### config.mk
export PLATFORM = sky130hd
export DESIGN_NAME = fetch_sequencer
export DESIGN_NICKNAME = d
export VERILOG_FILES = /design/src/rtl/fetch_sequencer.sv
export SDC_FILE = /design/constraint.sdc
export NUM_CORES = 1
export LEC_CHECK = 0
export CORE_ASPECT_RATIO = 0.7
export CORE_MARGIN = 3
export CORE_UTILIZATION = 45
export DETAILED_ROUTE_END_ITERATION = 8
export PLACE_DENSITY_LB_ADDON = 0.15
export SLEW_MARGIN = 15
export SYNTH_ARGS = -nofsm -noshare
export SYNTH_HDL_FRONTEND = slang
export SYNTH_SLANG_ARGS = --single-unit
### constraint.sdc
create_clock -name clk -period 2.28 [get_ports clk]
set_input_delay 0.456 -clock clk [delete_from_list [all_inputs] [get_ports clk]]
set_output_delay 0.456 -clock clk [all_outputs]
set_load 0.03 [all_outputs]
### src/rtl/fetch_sequencer.sv
// Fetch sequencer: drives the RIM/UPC strobes and branch select of the fetch unit and
// issues fetched instructions downstream, handling stall, branch redirect and stop-halt.
module fetch_sequencer #(
    parameter int unsigned MEM_LAT = 1,
    parameter int unsigned CNT_W   = 16
) (
    input  logic             clk,
    input  logic             rst,
    input  logic             start,
    input  logic             stall,
    input  logic             branch_taken,
    input  logic             stop,
    output logic             rim,
    output logic             upc,
    output logic             br_sel,
    output logic             if_valid,
    output logic             flush,
    output logic             halted,
    output logic [CNT_W-1:0] issue_count
);

    localparam int unsigned WaitW = (MEM_LAT < 2) ? 1 : $clog2(MEM_LAT + 1);

    typedef enum logic [2:0] {
        StIdle,
        StRead,
        StWait,
        StIssue,
        StUpdate,
        StHalt
    } state_e;

    state_e             state_q, state_d;
    logic               br_pend_q, br_pend_d;
    logic               flush_q, flush_d;
    logic [WaitW-1:0]   wait_q, wait_d;
    logic [CNT_W-1:0]   count_q, count_d;
    logic               redirect;

    // A branch resolved while an instruction is in flight abandons it.
    assign redirect = branch_taken &&
                      (state_q == StRead || state_q == StWait || state_q == StIssue);

    always_ff @(posedge clk or posedge rst) begin
        if (rst) begin
            state_q   <= StIdle;
            br_pend_q <= 1'b0;
            flush_q   <= 1'b0;
            wait_q    <= '0;
            count_q   <= '0;
        end else begin
            state_q   <= state_d;
            br_pend_q <= br_pend_d;
            flush_q   <= flush_d;
            wait_q    <= wait_d;
            count_q   <= count_d;
        end
    end

    always_comb begin
        state_d   = state_q;
        br_pend_d = br_pend_q;
        flush_d   = 1'b0;
        wait_d    = wait_q;
        count_d   = count_q;

        unique case (state_q)
            StIdle: begin
                if (start) state_d = StRead;
            end
            StRead: begin
                wait_d  = WaitW'(MEM_LAT);
                state_d = StWait;
            end
            StWait: begin
                wait_d = wait_q - WaitW'(1);
                if (wait_q == WaitW'(1)) state_d = StIssue;
            end
            StIssue: begin
                // Stall wins over stop: the halt waits until the stall drops.
                if (!stall) begin
                    count_d = count_q + CNT_W'(1);
                    state_d = stop ? StHalt : StUpdate;
                end
            end
            StUpdate: begin
                br_pend_d = 1'b0;
                state_d   = StRead;
            end
            StHalt: begin
                state_d = StHalt;
            end
            default: begin
                state_d = StIdle;
            end
        endcase

        if (redirect) begin
            br_pend_d = 1'b1;
            flush_d   = 1'b1;
            count_d   = count_q;
            state_d   = StUpdate;
        end
    end

    assign rim         = (state_q == StRead);
    assign upc         = (state_q == StUpdate);
    assign br_sel      = (state_q == StUpdate) && (br_pend_q || branch_taken);
    assign if_valid    = (state_q == StIssue) && !br_pend_q && !branch_taken;
    assign halted      = (state_q == StHalt);
    assign flush       = flush_q;
    assign issue_count = count_q;

endmodule

# Word level (Yosys, flattened, before mapping)
# Cells that the tools add are included.
[word_totals]
register_bits = 22
inputBits = 6
out_inout_bits = 22
word_cells = 41
[op_classes]
addsub = 2
eq_ne = 8
muxes = 10
bitwise_logic = 2
n_reduce_logical = 14
[ops]
columns = ["cell", "n"]
rows = [
  ["one-hot mux 3 bit (6 select lines)", 1],
  ["adder 16 x 1 -> 16 bit, second input constant", 1],
  ["2-to-1 mux 3 bit", 4],
  ["!= test 3 bit, second input constant", 3],
  ["== test 3 x 2 -> 1 bit, second input constant", 2],
  ["== test 3 bit, second input constant", 2],
  ["AND reduction 3 bit", 2],
  ["logical AND 1 bit", 4],
  ["2-to-1 mux 1 bit", 4],
  ["nonzero test 2 bit", 2],
  ["== test 3 x 1 -> 1 bit, second input constant", 1],
  ["logical NOT 3 bit", 1],
  ["logical OR 1 bit", 3],
  ["logical NOT 1 bit", 2],
  ["inverter 1 bit", 2],
  ["one-hot mux 1 bit (2 select lines)", 1],
  ["subtractor 1 bit, second input constant", 1],
]

# Depth between registers and ports, before layout
# Gate-level depths: netlist of run 1.
[depth]
ltp_word = 6
mapped_depth = 6
ltp_nobuf = 5

# Worst setup path before layout of run 1
# No wires, ideal clock.
[synth_timing]
kind = "flip-flop to output port"
start = "register state_q[1]"
end = "output port br_sel"
arrival_time_ps = 1217
slack_ps = 607
path_stages_with_launch = 5
cell_sequence = "dfrtp_1 > buf_2 > nor2_1 > nand2_1 > nor2_1"
[synth_between]
elab_chain_cells = 2
[synth_rtl]
columns = ["element", "line_no", "text"]
rows = [
  ["start: declaration", "33", "state_e state_q, state_d;"],
  ["start signal: assignment", "46", "state_q <= StIdle;"],
  ["start signal: assignment", "52", "state_q <= state_d;"],
  ["== test 3 bit", "108", "assign br_sel = (state_q == StUpdate) && (br_pend_q || branch_taken);"],
  ["logical AND 1 bit", "108", ""],
  ["end: declaration", "15", "output logic br_sel,"],
]
# No other way between the ends.

# Worst setup path after layout of run 1
[layout_timing]
start = "register state_q[1]"
end = "output port halted"
[layout_between]
elab_chain_cells = 1
[layout_rtl]
columns = ["element", "line_no", "text"]
rows = [
  ["== test 3 bit", "110", "assign halted = (state_q == StHalt);"],
  ["end: declaration", "18", "output logic halted,"],
]
# No other way between the ends.

==> results.yml, run 1 <==
sta:
  fin_crit_sh_pct: 89.0
  rsz0062_at_grt: "false"
  timing.hold.ws_ps: 465
  fin_skew_ps: 7.07
  final-max-slew-violation-count: 0
  fmax_mhz: 493
  setup_violations: 0
  fin_setup_tns_ps: 0
  slew_headroom_pct: 74.8
  min_period_ps: 2030
  finalHoldViolations: 0
  tightest_slew_ps: 368
power_and_ir_drop:
  clockPowerShare_pct: 23.4
  power.share.sequential_pct: 42.4
  p_per_area_mw_per_mm2: 882
  pwr-share-comb_pct: 34.3
  p_int_mw: 0.828
  power_mw: 1.27
  leakage_nw: 0.664
  switchingPower_mw: 0.440
  swShare_pct: 34.7
  ir_worst_vdd_uv: 916
route:
  dr.pass1.iters: 4
  antenna_left: 0
  dr_total_vias: 779
  drtIter0Drc: 17
  wl_microns: 2080
  wl_per_cell_microns: 13.1
  via_per_inst: 4.90
  drc: 0
worst_setup_path:
  critPathKind: "reg2out"
  crit_arrival_ps: 1570
  path_max_fanout: 7
  start_kind: "register"
  endpoint_kind: "output port"
  critical_path_required_ps: 1820
clock_network:
  cts_tree: "yes"
  cts.reportedPaths.clkPinSlew_ps: 130
  cts_max_level: 1
  post-cts-setup-buffers: 0
  cts_made_buffers: 3
  cts_sinks: 22
  cts_max_path_buffers: 2
  clock_latency_ps: 310
  cts_hold_buf: 0
  cts_root_buf: "clkbuf_4"
logic_synthesis:
  ys_ff_latch: 22
  synth_nets: 102
  ys_types: 33
  syn_avg_cell_area_sq_um: 11.2
  synthTopCellsByArea: "dfrtp_1, xnor2_1, nor2_1"
  ys_seq_area_share_pct: 51.6
  yosys_warnings: 0
  synth_top_area_cell: "dfrtp_1"
  syn-cell-area_sq_mm: 0.00107
  synthTopCellsByCount: "dfrtp_1, xnor2_1, nor2_1, nand3_1, nand2_1"
  syn_inst: 95
  synth_edf_count: 0
  netlist.area_leader.share_pct: 51.6
  async_flop_share_pct: 100
  yosysMostFrequentCell: "dfrtp_1"
  synthFlopType: "dfrtp_1"
floorplanning:
  core_area_sq_mm: 0.00219
  ios: 28
  num_rows: 14
  die_area_sq_mm: 0.00300
  die-width_microns: 64.2
  die_y_microns: 46.7
  initial_core_util_pct: 48.7
outcome:
  status: "finished, final reports clean"
grt:
  grt_max_degree: 23
  grtUsageTotal_pct: 16.0
  grt_pass1_vias: 768
  antenna_found_initial: 0
  grt_pass1_wl_microns: 3590
  overflow: 0
run:
  drv_cap: 0
layout:
  area.growth.synth_to_final_pct: 34.9
  final_util_pct: 65.7
  drive_above_1_share_pct: 12.6
  postLayoutCellArea_sq_mm: 0.00144
  num_antenna_cells: 0
  nets: 135
placed_design:
  place_congestion: 0.744
  portBuffers: 27
  dp_hpwl_microns: 1550
  placed_cell_area_sq_mm: 0.00138
hold_path:
  holdCritPathClass: "in2async"
## per-layer routing
metal	share of wire, %	track usage [%]	wire length, microns
met4	0.63	2.94	13
met1	53	22.5	1090
met5	0	0	0
met2	42	24.6	867
met3	5.0	5.37	104
## per-stage QoR
step | setup WS, ps | std cells
after floorplan | 607 | 95
after global placement | 245 | 155
after detailed placement | 212 | 155
after CTS | 3.26 | 159
after global routing | 157 | 159
final | 251 | 159
## flip-flops by register name, indices dropped and copies added, names as in the netlist
signal,cells
issue_count,16
state_q,3
br_pend_q,1
flush,1
wait_q,1
## what timing repair did
action                                  CTS  global route
pin swaps                                 0             0
endpoints found under the setup margin    3             1
resized for setup                         3             1
gates cloned                              0             0
## final cells by class
class	instances	area (sq um)
sequential	22	552
clock buffer	3	22.5
inverter	3	11.3
tap	32	40.0
fill	186	752
timing repair buffer	31	295
multi-input combinational	67	487
clock inverter	1	30.0
## critical path, cell delays in order (launching register included)
cell,delay [ps]
dfrtp_1,490
or2b_1,290
nor2_1,80
dlygate4sd2_1,400
## final timing paths
check	startpoint	to	slack (ps)	cells past startpoint
setup / recovery	state_q[1]	halted	250	3
hold / removal	rst	issue_count[7]	460	3
setup reg to reg	state_q[1]	issue_count[6]	590	5
hold reg to reg	issue_count[15]	issue_count[15]	490	1
max in group asynchronous	rst	state_q[0]	1580	3
min in group clk	issue_count[15]	issue_count[15]	490	1
## cell families after synthesis
| kind of cell | share of synthesized area, % |
|---|---|
| flip-flops | 51.6 |
| AND/OR/NAND/NOR | 24.2 |
| multiplexers | 1.06 |
| adder cells (fa/ha/maj) | 1.17 |
| buffers and inverters | 2.70 |
| XOR/XNOR | 13.0 |
| AO/OA/AOI/OAI | 6.22 |
## power groups by stage
stage / combinational [mW] / sequential, mW / clock, mW
2_1_floorplan: 0.271 / 0.544 / 0
3_3_place_gp: 0.442 / 0.541 / 0
3_5_place_dp: 0.447 / 0.541 / 0
4_1_cts: 0.439 / 0.536 / 0.310
5_1_grt: 0.469 / 0.554 / 0.327
6_report: 0.435 / 0.537 / 0.296
## cell usage in the layout, fill, tap and decap left out, types with 2 or more instances in the layout
cell             netlist  final
clkdlybuf4s50_1        0     22
dfrtp_1               22     21
xnor2_1               12     12
nor2_1                10     10
nand3_1                6      6
buf_4                  1      6
nand2_1                5      5
and3_1                 3      3
inv_1                  3      3
o21ai_0                3      3
clkbuf_4               0      3
and2b_1                2      2
xor2_1                 2      2
and4_1                 2      2
nand4_1                2      2
a21oi_1                2      2
dlygate4sd2_1          0      2
(Power assumes the default switching activity.)
==> run 2, diff against run 1 <==
CORE_UTILIZATION = 50   (was 45)
==> run 2 against run 1 <==
  * Critical path depth unchanged
  * Sequential share of layout area increased by 0.44 points
  * Total power increased by 0.49%
  * Worst hold slack got worse by 7.0 ps
  * Clock-buffer cell count unchanged
  * Cell count decreased by 6.3%
  * Clock skew increased by 8.3 ps
  * Routed wire length increased by 0.48%
  * Largest power group unchanged
  * Global-route usage increased by 3.1 points
==> results.yml, run 2 (synthesis gave the netlist of run 1 again) <==
sta:
  setup_ws_ps: 244
  fin_setup_tns_ps: 0
  tightest_slew_ps: 437
  fmax_mhz: 491
  finalHoldViolations: 0
  setup_violations: 0
  rsz0062_at_grt: "false"
  fin_crit_sh_pct: 89.3
  final-max-slew-violation-count: 0
  fin_skew_ps: 15.4
  slew_headroom_pct: 70.1
  min_period_ps: 2040
placed_design:
  place_congestion: 0.753
  place_ws_ps: 223
  placed_cell_area_sq_mm: 0.00137
  dp_cells: 145
  dp_hpwl_microns: 1600
  portBuffers: 27
clock_network:
  cts_sinks: 22
  clock_latency_ps: 310
  cts_max_path_buffers: 2
  post-cts-setup-buffers: 0
  cts_root_buf: "clkbuf_4"
  cts_made_buffers: 3
  cts_hold_buf: 0
  cts.reportedPaths.clkPinSlew_ps: 130
  cts_max_level: 1
  cts_tree: "yes"
power_and_ir_drop:
  p_per_area_mw_per_mm2: 896
  leakage_nw: 0.652
  ir_worst_vdd_uv: 593
worst_setup_path:
  crit_chain: "or2b_1, nor2_1, dlygate4sd2_1"
  path_max_fanout: 8
  ff2ff_path_depth: 4
  start_kind: "register"
  path_buf_inv: 1
  cp_slowest_cell: "dfrtp_2"
  r2r-start: "state_q[2]"
  critPathTopFamily: "flip-flops"
  critPathKind: "reg2out"
  critical_path_required_ps: 1820
  endpoint_kind: "output port"
  reg2reg_to: "issue_count[6]"
  crit_arrival_ps: 1580
  cp_slowest_stage_delay_ps: 480
  rrSetupSlack_ps: 680
grt:
  grtUsageTotal_pct: 19.1
  grt_pass1_wl_microns: 3710
  antenna_found_initial: 0
  grt_max_degree: 23
  grt_pass1_vias: 779
  overflow: 0
layout:
  seqCellArea_sq_um: 552
  num_antenna_cells: 0
  layout.cells.non_filler: 149
  postLayoutCellArea_sq_mm: 0.00142
  largest_reg_flops: 16
  drive_above_1_share_pct: 12.6
  most-common-layout-cells: "clkdlybuf4s50_1, dfrtp_1, xnor2_1, nor2_1"
  multi_input_area_sq_um: 487
  area.growth.synth_to_final_pct: 33.3
  fill_cells: 140
  final_common_cell: "clkdlybuf4s50_1"
  nets: 135
floorplanning:
  die_area_sq_mm: 0.00273
  core_area_sq_mm: 0.00194
  die-width_microns: 61.2
  die_y_microns: 44.6
  initial_core_util_pct: 55.1
  num_rows: 13
  ios: 28
route:
  drc: 0
  drtIter0Drc: 19
  dr_total_vias: 805
  antenna_left: 0
  dr.pass1.iters: 4
  wl_per_cell_microns: 14.0
  via_per_inst: 5.40
  wl_microns: 2090
outcome:
  status: "finished, final reports clean"
hold_path:
  holdCritPathClass: "in2async"
run:
  drv_cap: 0
## run 2: cell count changes in the layout (fill, tap and decap cells not counted)
cell	delta
dlygate4sd2_1	+1
dlymetal6s2s_1	-1
## run 2: worst max path at each step
| stage | depth (start not counted) | slack (ps) | to | from |
|---|---|---|---|---|
| 2_1_floorplan | 4 | 610 | br_sel | state_q[1] |
| 3_3_place_gp | 5 | 250 | issue_count[15] | branch_taken |
| 3_5_place_dp | 5 | 220 | issue_count[13] | branch_taken |
| 4_1_cts | 3 | 220 | halted | state_q[0] |
| 5_1_grt | 3 | 140 | rim | state_q[0] |
| 6_report | 3 | 240 | halted | state_q[0] |
## run 2: area by class of cell
type                            instances  share of cell area (%)
Clock buffer                            3                    1.58
Multi-Input combinational cell         67                    34.2
Timing Repair Buffer                   31                    20.5
Sequential cell                        22                    38.8
Inverter                                3                   0.792
Clock inverter                          1                    2.11
Tap cell                               22                    1.94
## run 2: per-stage QoR
stage	total power, mW	util, %	hold slack, ps
final	1.27	73.4	458
after CTS	1.29	73.4	452
after detailed placement	1.00	70.8	471
after global placement	0.984	70.8	463
after global routing	1.36	73.4	479
after floorplan	0.815	-	445
## run 2: routing by layer
metal	vias up	wire length (microns)	GRT usage, %
li1	393	-	-
met2	23	955	27.8
met1	384	981	26.9
met3	5	117	5.83
met5	-	0	0
met4	0	32	6.49
## run 2: repair_timing
action | in CTS | in global routing
endpoints found under the setup margin | 3 | 0
resized for setup | 4 | 0
hold endpoints to repair | 0 | 0
## run 2: worst min-delay path, stage by stage
cell and delay (ps):
clkdlybuf4s50_1 400, inv_1 50, buf_4 270
## run 2: report_power, final
group	internal (mW)	leakage (nW)	switching, mW
clock	0.178	0.0279	0.118
sequential	0.451	0.292	0.0899
combinational	0.195	0.332	0.242
==> run 3, diff against run 2 <==
CELL_PAD_IN_SITES_DETAIL_PLACEMENT = 1   (was default)
CELL_PAD_IN_SITES_GLOBAL_PLACEMENT = 2   (was default)
CORE_UTILIZATION = 32   (was 50)
CTS_CLUSTER_DIAMETER = 40   (was default)
==> run 3 against run 2 <==
  * Clock power decreased by 6.8%
  * Core utilization decreased by 25 points
  * Total power decreased by 0.52%
  * Sequential power about the same
  * Clock-buffer cell count increased by 1
  * Die area increased by 49%
  * Via count decreased by 0.99%
  * Worst hold slack improved by 35 ps
  * Cell count increased by 9.4%
  * First-iteration DRC count increased by 5.3%
  * Critical path type is now in2out
  * Critical endpoint is now if_valid
  * Largest cell class unchanged
  * Largest power group unchanged
  * Highest routed layer unchanged
==> results.yml, run 3 (synthesis gave the netlist of run 1 again) <==
layout:
  final_common_cell: "clkdlybuf4s50_1"
  area.growth.synth_to_final_pct: 36.3
  num_antenna_cells: 0
  most-common-layout-cells: "clkdlybuf4s50_1, dfrtp_1, xnor2_1, nor2_1"
  largest_reg_flops: 16
  nets: 135
  drive_above_1_share_pct: 12.6
power_and_ir_drop:
  leakage_nw: 0.689
  ir_worst_vdd_uv: 543
  p_per_area_mw_per_mm2: 873
  power_mw: 1.27
clock_network:
  clock_latency_ps: 260
  cts_root_buf: "clkbuf_8"
  cts_max_level: 1
  cts_hold_buf: 0
  cts_made_buffers: 3
  post-cts-setup-buffers: 0
  cts.reportedPaths.clkPinSlew_ps: 70
  cts_sinks: 22
  cts_max_path_buffers: 2
  cts_tree: "yes"
route:
  via_per_inst: 4.89
  antenna_left: 0
  wl_microns: 2540
  dr_total_vias: 797
  dr.pass1.iters: 4
  drtIter0Drc: 20
  drc: 0
  wl_per_cell_microns: 15.6
sta:
  rsz0062_at_grt: "false"
  final-max-slew-violation-count: 0
  setup_violations: 0
  fin_skew_ps: 3.42
  fin_setup_tns_ps: 0
  tightest_slew_ps: 357
  finalHoldViolations: 0
  min_period_ps: 2040
  fin_crit_sh_pct: 89.4
  fmax_mhz: 491
  slew_headroom_pct: 75.6
floorplanning:
  core_area_sq_mm: 0.00298
  die_area_sq_mm: 0.00407
  initial_core_util_pct: 35.7
  num_rows: 16
  ios: 28
  die_y_microns: 54.3
  die-width_microns: 75.0
run:
  drv_cap: 0
worst_setup_path:
  endpoint_kind: "output port"
  critPathKind: "in2out"
  start_kind: "primary input"
  ff2ff_path_depth: 5
  reg2reg_to: "issue_count[6]"
  rrSetupSlack_ps: 660
  r2r-start: "state_q[1]"
  path_max_fanout: 8
  critical_path_required_ps: 1820
  crit_arrival_ps: 1580
grt:
  grt_max_degree: 23
  grtUsageTotal_pct: 14.8
  grt_pass1_wl_microns: 4330
  grt_pass1_vias: 853
  overflow: 0
  antenna_found_initial: 0
outcome:
  status: "finished, final reports clean"
hold_path:
  worstHoldPathCells: 1
  holdCritPathClass: "reg2reg"
  min_to: "issue_count[13]"
  min_from: "issue_count[13]"
placed_design:
  dp_hpwl_microns: 1990
  portBuffers: 27
  place_congestion: 0.782
[run 3: cell count changes in the layout (fill, tap and decap cells not counted)]
cell            before  now
dlygate4sd2_1        3    0
clkbuf_8             0    4
dlymetal6s2s_1       0    3
clkbuf_4             3    0
bufinv_16            1    0
[run 3: through the flow]
stage / utilization, % / cell area (sq um) / hold WS (ps) / worst slack, ps / std cells
final: 48.7 / 1450 / 492 / 241 / 163
after detailed placement: 46.6 / 1390 / 492 / 196 / 159
after floorplan: - / 1070 / 445 / 607 / 95
after global placement: 46.6 / 1390 / 474 / 245 / 159
after CTS: 48.4 / 1450 / 503 / 30.2 / 163
after global routing: 48.7 / 1450 / 527 / 162 / 163
[run 3: power breakdown]
| group | total (mW) | internal [mW] | switching (mW) | leakage [nW] |
|---|---|---|---|---|
| logic | 0.450 | 0.207 | 0.243 | 0.368 |
| registers | 0.541 | 0.451 | 0.0900 | 0.292 |
| clock network | 0.276 | 0.154 | 0.122 | 0.0288 |
[run 3: layout make-up]
| cell class | count | area [sq um] |
|---|---|---|
| timing repair buffer | 31 | 303 |
| clock buffer | 4 | 55.1 |
| sequential | 22 | 552 |
| multi-input combinational | 67 | 487 |
| tap | 36 | 45.0 |
| inverter | 3 | 11.3 |
| fill | 342 | 1530 |
[run 3: worst max-delay path, stage by stage]
cell             delay (ps)
clkdlybuf4s50_1         520
nand4bb_4               320
nor2_1                  120
buf_4                   170
[run 3: per-layer routing]
layer / wire length, microns / GRT usage [%] / up-vias
met1: 1350 / 22.8 / 387
met4: 16 / 3.55 / 0
met5: 0 / 0 / -
met3: 149 / 4.77 / 4
li1: - / - / 387
met2: 1020 / 19.7 / 19
[run 3: worst max-delay path by stage]
stage                      start               to  slack (ps)  depth (start not counted)
finish              branch_taken         if_valid         240                          4
global route        branch_taken         if_valid         160                          4
CTS                   state_q[0]              rim          30                          3
detailed placement  branch_taken  issue_count[13]         200                          5
global placement    branch_taken         if_valid         240                          4
floorplan             state_q[1]           br_sel         610                          4
[run 3: what timing repair did]
action | 4_1_cts | 5_1_grt
resized for setup | 1 | 3
hold endpoints to repair | 0 | 0
setup endpoints to repair | 3 | 3
pin swaps | 0 | 0
